===== src/rtl/mem_ctrl_arb.sv =====
`default_nettype none
// ============================================================================
// mem_ctrl_arb : byte-serial RAM/IO controller, round-robin fetch/LSB arbiter.
// Optional one-entry fetch buffer: define MEM_CTRL_FETCH_BUF_EN.   Rev 1.0
// ============================================================================
module mem_ctrl_arb #(
   parameter int ADDR_W      = 32,
   parameter int FETCH_BYTES = 4,
   parameter int IO_SEL_HI   = 17,
   parameter int IO_SEL_LO   = 16
) (
   input  logic              clk_in,
   input  logic              rst_in,
   input  logic              rdy_in,
   input  logic [7:0]        mem_din,
   output logic [7:0]        mem_dout,
   output logic [ADDR_W-1:0] mem_a,
   output logic              mem_wr,
   input  logic              io_buffer_full,
   input  logic              fetch_req,
   input  logic [ADDR_W-1:0] fetch_addr,
   output logic              fetch_ready,
   output logic [31:0]       fetch_data,
   input  logic              flush,
   input  logic              lsb_req,
   input  logic              lsb_we,
   input  logic [1:0]        lsb_size,
   input  logic              lsb_signed,
   input  logic [ADDR_W-1:0] lsb_addr,
   input  logic [31:0]       lsb_wdata,
   output logic              lsb_ready,
   output logic [31:0]       lsb_rdata,
   output logic              busy
);
   typedef enum logic [2:0] {
      S_IDLE = 3'd0, S_READ = 3'd1, S_WRITE = 3'd2, S_IO_WAIT = 3'd3, S_DONE = 3'd4
   } state_t;

   localparam logic [2:0] c_fetch_n = 3'(FETCH_BYTES);

   function automatic logic is_io(input logic [ADDR_W-1:0] a);
      return &a[IO_SEL_HI:IO_SEL_LO];
   endfunction

   function automatic logic [2:0] size_bytes(input logic [1:0] s);
      case (s)
         2'd0:    return 3'd1;
         2'd1:    return 3'd2;
         default: return 3'd4;
      endcase
   endfunction

   state_t            state_q, state_d;
   logic [2:0]        cnt_q, cnt_d, nbytes_q, nbytes_d;
   logic [ADDR_W-1:0] base_q, base_d, mem_a_q, mem_a_d;
   logic              is_fetch_q, is_fetch_d, signed_q, signed_d, rr_lsb_q, rr_lsb_d;
   logic [31:0]       wdata_q, wdata_d, buf_q, buf_d;
   logic [7:0]        mem_dout_q, mem_dout_d;
   logic              mem_wr_q, mem_wr_d, fetch_ready_q, fetch_ready_d, lsb_ready_q, lsb_ready_d;
   logic [31:0]       fetch_data_q, fetch_data_d, lsb_rdata_q, lsb_rdata_d;

   logic [2:0]        w_cnt_inc;
   logic [1:0]        w_idx;
   logic [ADDR_W-1:0] w_next_addr;
   logic              w_fetch_ok, w_lsb_ok, w_pick_lsb;
   logic [31:0]       w_buf_upd, w_load_ext;

   assign w_cnt_inc   = cnt_q + 3'd1;
   assign w_idx       = cnt_q[1:0] - 2'd1;
   assign w_next_addr = base_q + ADDR_W'(w_cnt_inc);
   // flush only masks speculative reads; stores stay grantable
   assign w_fetch_ok  = fetch_req & ~flush;
   assign w_lsb_ok    = lsb_req & (lsb_we | ~flush);
   assign w_pick_lsb  = w_lsb_ok & (rr_lsb_q | ~w_fetch_ok);

`ifdef MEM_CTRL_FETCH_BUF_EN
   logic              fb_valid_q, fb_valid_d;
   logic [ADDR_W-1:0] fb_addr_q, fb_addr_d;
   logic [31:0]       fb_data_q, fb_data_d;
   logic              w_fb_hit, w_fb_overlap;
   logic [ADDR_W-1:0] w_st_minus_fb, w_fb_minus_st;

   // modular range overlap between the store bytes and the buffered fetch bytes
   assign w_st_minus_fb = lsb_addr - fb_addr_q;
   assign w_fb_minus_st = fb_addr_q - lsb_addr;
   assign w_fb_overlap  = (w_st_minus_fb < ADDR_W'(FETCH_BYTES)) ||
                          (w_fb_minus_st < ADDR_W'(size_bytes(lsb_size)));
   assign w_fb_hit      = fb_valid_q && (fb_addr_q == fetch_addr);

   always_ff @(posedge clk_in) begin
      if (rst_in) begin
         fb_valid_q <= 1'b0;
         fb_addr_q  <= '0;
         fb_data_q  <= '0;
      end else if (rdy_in) begin
         fb_valid_q <= fb_valid_d;
         fb_addr_q  <= fb_addr_d;
         fb_data_q  <= fb_data_d;
      end
   end
`endif

   always_comb begin
      w_buf_upd = buf_q;
      w_buf_upd[{w_idx, 3'b000} +: 8] = mem_din;
      case (nbytes_q)
         3'd1:    w_load_ext = {{24{signed_q & w_buf_upd[7]}},  w_buf_upd[7:0]};
         3'd2:    w_load_ext = {{16{signed_q & w_buf_upd[15]}}, w_buf_upd[15:0]};
         3'd3:    w_load_ext = {{8{signed_q & w_buf_upd[23]}},  w_buf_upd[23:0]};
         default: w_load_ext = w_buf_upd;
      endcase
   end

   always_comb begin
      state_d       = state_q;
      cnt_d         = cnt_q;
      nbytes_d      = nbytes_q;
      base_d        = base_q;
      is_fetch_d    = is_fetch_q;
      signed_d      = signed_q;
      wdata_d       = wdata_q;
      buf_d         = buf_q;
      rr_lsb_d      = rr_lsb_q;
      mem_a_d       = mem_a_q;
      mem_dout_d    = mem_dout_q;
      mem_wr_d      = 1'b0;
      fetch_ready_d = 1'b0;
      lsb_ready_d   = 1'b0;
      fetch_data_d  = fetch_data_q;
      lsb_rdata_d   = lsb_rdata_q;
`ifdef MEM_CTRL_FETCH_BUF_EN
      fb_valid_d    = fb_valid_q;
      fb_addr_d     = fb_addr_q;
      fb_data_d     = fb_data_q;
`endif
      case (state_q)
         S_IDLE: begin
            if (w_fetch_ok | w_lsb_ok) begin
               if (w_fetch_ok & w_lsb_ok) rr_lsb_d = ~rr_lsb_q;
               cnt_d      = 3'd0;
               buf_d      = '0;
               is_fetch_d = ~w_pick_lsb;
               if (w_pick_lsb) begin
                  base_d   = lsb_addr;
                  mem_a_d  = lsb_addr;
                  nbytes_d = size_bytes(lsb_size);
                  signed_d = lsb_signed;
                  wdata_d  = lsb_wdata;
                  if (lsb_we) begin
                     mem_dout_d = lsb_wdata[7:0];
`ifdef MEM_CTRL_FETCH_BUF_EN
                     if (w_fb_overlap) fb_valid_d = 1'b0;
`endif
                     if (is_io(lsb_addr) && io_buffer_full) begin
                        state_d = S_IO_WAIT;
                     end else begin
                        state_d  = S_WRITE;
                        mem_wr_d = 1'b1;
                     end
                  end else begin
                     state_d = S_READ;
                  end
               end else begin
                  base_d   = fetch_addr;
                  mem_a_d  = fetch_addr;
                  nbytes_d = c_fetch_n;
                  signed_d = 1'b0;
                  state_d  = S_READ;
`ifdef MEM_CTRL_FETCH_BUF_EN
                  if (w_fb_hit) begin
                     mem_a_d       = mem_a_q;
                     state_d       = S_DONE;
                     fetch_ready_d = 1'b1;
                     fetch_data_d  = fb_data_q;
                  end
`endif
               end
            end
         end
         S_READ: begin
            if (flush) begin
               state_d = S_IDLE;
            end else begin
               cnt_d = w_cnt_inc;
               // mem_din trails the address by one cycle, so byte cnt-1 arrives now
               if (cnt_q != 3'd0) buf_d = w_buf_upd;
               if (w_cnt_inc < nbytes_q) mem_a_d = w_next_addr;
               if (cnt_q == nbytes_q) begin
                  state_d = S_DONE;
                  if (is_fetch_q) begin
                     fetch_ready_d = 1'b1;
                     fetch_data_d  = w_load_ext;
`ifdef MEM_CTRL_FETCH_BUF_EN
                     fb_valid_d = 1'b1;
                     fb_addr_d  = base_q;
                     fb_data_d  = w_load_ext;
`endif
                  end else begin
                     lsb_ready_d = 1'b1;
                     lsb_rdata_d = w_load_ext;
                  end
               end
            end
         end
         S_WRITE: begin
            cnt_d = w_cnt_inc;
            if (w_cnt_inc == nbytes_q) begin
               state_d     = S_DONE;
               lsb_ready_d = 1'b1;
            end else begin
               mem_a_d    = w_next_addr;
               mem_dout_d = wdata_q[{w_cnt_inc[1:0], 3'b000} +: 8];
               if (is_io(w_next_addr) && io_buffer_full) state_d = S_IO_WAIT;
               else                                      mem_wr_d = 1'b1;
            end
         end
         S_IO_WAIT: begin
            if (!io_buffer_full) begin
               state_d  = S_WRITE;
               mem_wr_d = 1'b1;
            end
         end
         S_DONE:  state_d = S_IDLE;
         default: state_d = S_IDLE;
      endcase
   end

   always_ff @(posedge clk_in) begin
      if (rst_in) begin
         state_q       <= S_IDLE;
         cnt_q         <= '0;
         nbytes_q      <= '0;
         base_q        <= '0;
         is_fetch_q    <= 1'b0;
         signed_q      <= 1'b0;
         wdata_q       <= '0;
         buf_q         <= '0;
         rr_lsb_q      <= 1'b1;
         mem_a_q       <= '0;
         mem_dout_q    <= '0;
         mem_wr_q      <= 1'b0;
         fetch_ready_q <= 1'b0;
         lsb_ready_q   <= 1'b0;
         fetch_data_q  <= '0;
         lsb_rdata_q   <= '0;
      end else if (rdy_in) begin
         state_q       <= state_d;
         cnt_q         <= cnt_d;
         nbytes_q      <= nbytes_d;
         base_q        <= base_d;
         is_fetch_q    <= is_fetch_d;
         signed_q      <= signed_d;
         wdata_q       <= wdata_d;
         buf_q         <= buf_d;
         rr_lsb_q      <= rr_lsb_d;
         mem_a_q       <= mem_a_d;
         mem_dout_q    <= mem_dout_d;
         mem_wr_q      <= mem_wr_d;
         fetch_ready_q <= fetch_ready_d;
         lsb_ready_q   <= lsb_ready_d;
         fetch_data_q  <= fetch_data_d;
         lsb_rdata_q   <= lsb_rdata_d;
      end
   end

   // a stalled write cycle is retried once rdy_in returns, so suppress the strobe now
   assign mem_wr      = mem_wr_q & rdy_in;
   assign mem_a       = mem_a_q;
   assign mem_dout    = mem_dout_q;
   assign fetch_ready = fetch_ready_q;
   assign fetch_data  = fetch_data_q;
   assign lsb_ready   = lsb_ready_q;
   assign lsb_rdata   = lsb_rdata_q;
   assign busy        = (state_q != S_IDLE);

endmodule
`default_nettype wire


===== config.mk =====
export PLATFORM = sky130hd
export DESIGN_NAME = mem_ctrl_arb
export DESIGN_NICKNAME = d
export VERILOG_FILES = /design/src/rtl/mem_ctrl_arb.sv
export SDC_FILE = /design/constraint.sdc
export NUM_CORES = 1
export LEC_CHECK = 0
export BUFFER_PORTS_ARGS = -buffer_cell sky130_fd_sc_hd__buf_2
export CAP_MARGIN = 25
export CORE_MARGIN = 3
export CORE_UTILIZATION = 45
export DETAILED_ROUTE_END_ITERATION = 16
export PLACE_DENSITY = 0.68
export SYNTH_ARGS = -nofsm -noshare
export SYNTH_HDL_FRONTEND = slang
export SYNTH_SLANG_ARGS = --single-unit

===== constraint.sdc =====
create_clock -name clk_in -period 3.15 [get_ports clk_in]
set_input_delay 0.63 -clock clk_in [delete_from_list [all_inputs] [get_ports clk_in]]
set_output_delay 0.63 -clock clk_in [all_outputs]
set_load 0.01 [all_outputs]

### After elaboration in Yosys (flattened, before gate mapping)

Cells that the tools add are included.

* bits in registers: 215
* output and inout bits: 108
* input bits: 115
* logic and storage cells: 130

* eq/ne operators: 19
* muxes and demuxes: 50
* bitwise logic cells: 16
* shifts and indexed selects: 3
* $lt $le $gt $ge: 1
* reductions and logical operators: 21
* add/sub/neg operators: 4

Operators with widths (count)
* 2-to-1 mux 32 bit: 8
* case mux 32 bit (3 select lines): 2
* case mux 32 bit (2 select lines): 1
* 2-to-1 mux 3 bit: 11
* adder 32 x 3 -> 32 bit: 1
* bitwise mux 32 bit: 1
* 2-to-1 mux 8 bit: 4
* variable shift 8 x 7 -> 32 bit (first input constant): 1
* variable part select 32 x 6 -> 8 bit: 1
* variable part select 8 x 7 -> 32 bit: 1
* AND reduction 5 bit: 4
* 2-to-1 mux 1 bit: 17
* inequality test 2 bit (second input constant): 8
* case mux 8 bit (2 select lines): 1
* == test 3 x 2 -> 1 bit (second input constant): 4
* case mux 3 bit (4 select lines): 1
* AND reduction 4 bit: 3
* AND reduction 6 bit: 2
* case mux 3 bit (3 select lines): 1
* nonzero test 3 bit: 3
* AND 1 bit: 8
* negator 5 -> 7 bit: 1
* == test 3 x 1 -> 1 bit (second input constant): 2
* == test 3 bit: 2
* 16 further kinds: 26

### Logic depth before layout (Yosys ltp)

* word-level depth: 8
* gate-level depth with buffers: 12
* depth with buffers taken out: 9

### Worst setup path before layout

Ideal clock, no wire load.

* path type: register -> register
* start point: register cnt_q[0]
* end point: register state_q[0]
* required time: 3.031 ns
* arrival time: 2.719 ns
* slack: 0.312 ns
* period minus slack after synthesis: 2.838 ns
* stages on the path, launching flop included: 12
* path buffers: 2
* library setup time: 0.119 ns
* path through: dfxtp_1 > buf_2 > inv_1 > ha_1 > ha_1 > nand3_1 > and2_1 > clkbuf_1 > o31a_1 > o221ai_2 > a31oi_2 > o221a_1

* longest elaborated chain between the ends: 6
* elaborated cells on any way between the ends: 11
* those cells by class: 2 x add/sub; 4 x eq/ne; 2 x mux; 3 x reduce/logical

Ends and longest elaborated chain
* start, declared: RTL line 54 `logic [2:0] cnt_q, cnt_d, nbytes_q, nbytes_d;`
* start signal, assigned: RTL line 248 `cnt_q <= cnt_d;`
* adder 3 x 1 -> 3 bit: RTL line 68 `assign w_cnt_inc = cnt_q + 3'd1;`
* adder 32 x 3 -> 32 bit: RTL line 70 `assign w_next_addr = base_q + ADDR_W'(w_cnt_inc);`
* AND reduction 2 bit: RTL line 42 `return &a[IO_SEL_HI:IO_SEL_LO];`
* logical AND 1 bit: RTL line 213 `if (is_io(w_next_addr) && io_buffer_full) state_d = S_IO_WAIT;`
* inequality test 3 bit (no line)
* AND reduction 5 bit (no line)
* end signal, assigned: RTL line 247 `state_q <= state_d;`
* end, declared: RTL line 53 `state_t state_q, state_d;`

Parallel ways exist; a longest one is shown, timed or not.
A chain may end at the register's enable or synchronous reset.

### Worst setup path in the final report

* start point: register cnt_q[1]
* end point: register mem_a_q[25] (netlist: mem_a[25])

* longest elaborated chain between the ends: 5
* elaborated cells on any way between the ends: 11
* those cells by class: 2 x add/sub; 1 x order compare; 3 x eq/ne; 4 x mux; 1 x reduce/logical

Ends and longest elaborated chain
* adder 3 x 1 -> 3 bit *: RTL line 68
* adder 32 x 3 -> 32 bit: RTL line 70
* 2-to-1 mux 32 bit: RTL line 187 `if (w_cnt_inc < nbytes_q) mem_a_d = w_next_addr;`
* 2-to-1 mux 32 bit: RTL line 181 `if (flush) begin`
* case mux 32 bit (3 select lines): RTL line 136 `case (state_q)`
* end signal, assigned: RTL line 256 `mem_a_q <= mem_a_d;`
* end, declared: RTL line 55 `logic [ADDR_W-1:0] base_q, base_d, mem_a_q, mem_a_d;`

Mark *: on every way between the ends. The rest lies on a longest branch, timed or not. The select of a mux whose other input is x is not followed.

==> out/qor.yml <==
cts_setup_buffers: 0
path_common_cell: "ha_1"
dr.pass1.iters: 5
syn_nets: 1386
port-buffer-count: 222
post-route-min-period_ns: 2.82
post-route-period-util_pct: 89.4
fp.dieW_um: 158
htree_levels: 1
initial_core_util_pct: 46.6
grt_pass1_vias: 8696
synth_xor_area_share_pct: 2.46
ys_types: 77
antenna_cells: 0
crit_chain: "inv_1, ha_1, ha_1, nor2b_1, o21ai_0, a21oi_2, nor3_4, nand2_1, o2bb2ai_1"
ys_ff_latch: 215
whs_ns: 0.357
hp-class: "in2reg"
max_cap_viol_count: 0
p_leak_nw: 4.94
yosysSeqAreaShare_pct: 41.7
postCtsResizedCells: 0
antenna_found_initial: 3
setup_viol: 0
grt_max_degree: 152
synth_common_cells: "246 x nand2_1, 215 x dfxtp_1, 144 x a21oi_1"
path_class: "reg2reg"
ys_top_cells_by_area: "dfxtp_1 42%, nand2_1 8.9%, a21oi_1 7.0%, mux2i_1 3.8%, nor2_1 3.7%"
final_hold_viol_count: 0
overflow: 0
routed_wl_um: 28200
synth_top_family_by_area: "simple AND/OR/NAND/NOR gates"
globalplace.congestion: 0.895
rows: 54
core-area_um2: 22200
synth.avg_cell_area_um2: 8.21
end_kind: "flop"
worstPathRequired_ns: 3.58
status: "complete, no violations"
fin_setup_tns_ns: 0
yosysWarnings: 0
cts_made_buffers: 24
synth-adder-area-share_pct: 1.65
drc: 0
yosysMostFrequentCell: "nand2_1"
die_area_um2: 24800
arrival_ns: 3.25
cts_tree: "yes"
num_io_pins: 223
num_vias: 9596
fmax_mhz: 355
dp_hpwl_um: 19900
cts_sinks: 215
wl_per_cell_um: 16.2
slew_headroom_pct: 48.5
grt_usage_pct: 21.9
synth_top_area_share_pct: 41.7
powerDensity_nw_per_um2: 569
worst_slew_pin_slew_ns: 0.767
cts.reportedPaths.clkPinSlew_ns: 0.06
netlist_area_um2: 10300
ant_nets: 0
grt_first_pass_wirelength_um: 44800
worstPathMaxFanout: 12
slew_viol_final: 0
nNetsFinal: 1569
synth_edf_count: 0
synth_top_area_cell: "dfxtp_1"
initialDrtViolationCount: 698
clock_skew_ns: 0.0141
viasPerCell: 5.52
die_h_um: 158
synthMuxAreaShare_pct: 5.52
slowest_stage: "nor3_4"
clockBufferDepth: 3
fill_cells: 2106
hold_buffers: 0
synth_top_flop_cell: "dfxtp_1"
root_buffer: "clkbuf_16"
synth_cells: 1258
insertion_delay_ns: 0.50
synth-async-reset-ratio_pct: 0
synthSimpleGateAreaFrac_pct: 22.6
area_growth_pct: 19.9
drive_gt1_share_pct: 22.5
synth_compound_area_share_pct: 20.6
rsz0062_at_grt: "false"
critical-path-max-stage-delay_ns: 0.45
vdd_drop_max_mv: 0.370
worstSetupStartpointType: "flop"
[worst max-delay path: cells and delay by family, from the launching register on]
family,cells,cell delay [ns]
compound gates,3,0.54
fa+ha+maj,2,0.72
buf+inv,1,0.11
flops,1,0.43
simple gates,3,0.93
[flip-flops by register name, indices dropped and copies added (netlist names), 8 cells and up]
name	flops
mem_dout	8
wdata_q	32
fetch_data	32
mem_a	32
buf_q	32
base_q	32
lsb_rdata	32
[cells in the final DEF (no fill, tap or decap), drive strengths merged, types with 3 or more instances in the layout]
| master | n |
|---|---|
| nor4 | 6 |
| nand3b | 3 |
| mux2i | 39 |
| a211oi | 43 |
| and2 | 4 |
| a31oi | 24 |
| dfxtp | 215 |
| a21oi | 145 |
| nand4 | 12 |
| clkbuf | 38 |
| and3 | 8 |
| nand2 | 247 |
| a32o | 4 |
| ha | 12 |
| nor3b | 8 |
| o211ai | 15 |
| nor2b | 23 |
| o2bb2ai | 8 |
| and4 | 5 |
| nor3 | 25 |
| nor2 | 108 |
| o221ai | 5 |
| o21ai | 53 |
| o22ai | 10 |
| clkinv | 4 |
| buf | 249 |
| a22oi | 15 |
| xor2 | 16 |
| inv | 28 |
| mux4 | 8 |
| nand2b | 9 |
| xnor2 | 13 |
| or3 | 4 |
| nand3 | 22 |
[per-stage QoR]
stage	utilization (%)	worst slack [ns]	cells	power [mW]	area, um^2
finish	55.9	0.333	1738	7.05	12400
global route	55.9	0.0709	1738	7.37	12400
CTS	55.9	0.346	1738	7.09	12400
detailed placement	52.3	0.363	1695	4.35	11600
global placement	52.3	0.432	1695	4.33	11600
floorplan	-	0.312	1258	3.92	10300
[path summary, 6_finish.rpt]
| check | slack (ns) | startpoint | cells after the start | end |
|---|---|---|---|---|
| min reg2reg | 0.44 | lsb_rdata[2] | 2 | lsb_rdata[2] |
| min | 0.36 | lsb_wdata[29] | 3 | wdata_q[29] |
| max | 0.33 | cnt_q[1] | 9 | mem_a[25] |
| max reg2reg | 0.33 | cnt_q[1] | 9 | mem_a[25] |
[cell type report]
| type | instances | area (um^2) | area share [%] |
|---|---|---|---|
| multi-input combinational | 922 | 5470 | 44.2 |
| sequential | 215 | 4300 | 34.8 |
| timing repair buffer | 249 | 1360 | 11.0 |
| inverter | 29 | 109 | 0.879 |
| clock inverter | 5 | 52.6 | 0.424 |
| tap | 280 | 350 | 2.83 |
| clock buffer | 38 | 734 | 5.93 |
[metal layers]
| metal | wire (um) | vias to the layer above | track usage, % |
|---|---|---|---|
| met5 | 29 | - | 0 |
| met4 | 642 | 6 | 5.25 |
| met3 | 1870 | 50 | 4.18 |
| met2 | 12800 | 284 | 34.7 |
| met1 | 12900 | 4466 | 30.9 |
| li1 | - | 4790 | - |
[cells by family (layout without fill, tap and decap cells)]
logic type	after synthesis	in the layout
multiplexers	47	47
XOR/XNOR	29	29
buffers and inverters	121	321
AO/OA/AOI/OAI	342	342
adder cells (fa/ha/maj)	13	13
AND/OR/NAND/NOR	491	491
flip-flops	215	215
[report_power, final]
part,switching (mW),leakage [nW],total [mW],internal [mW]
Combinational,0.782,2.81,1.27,0.488
Clock,1.08,0.385,2.75,1.67
Sequential,0.149,1.74,3.03,2.88
Total,2.01,4.94,7.05,5.04
(Power assumes the default switching activity.)
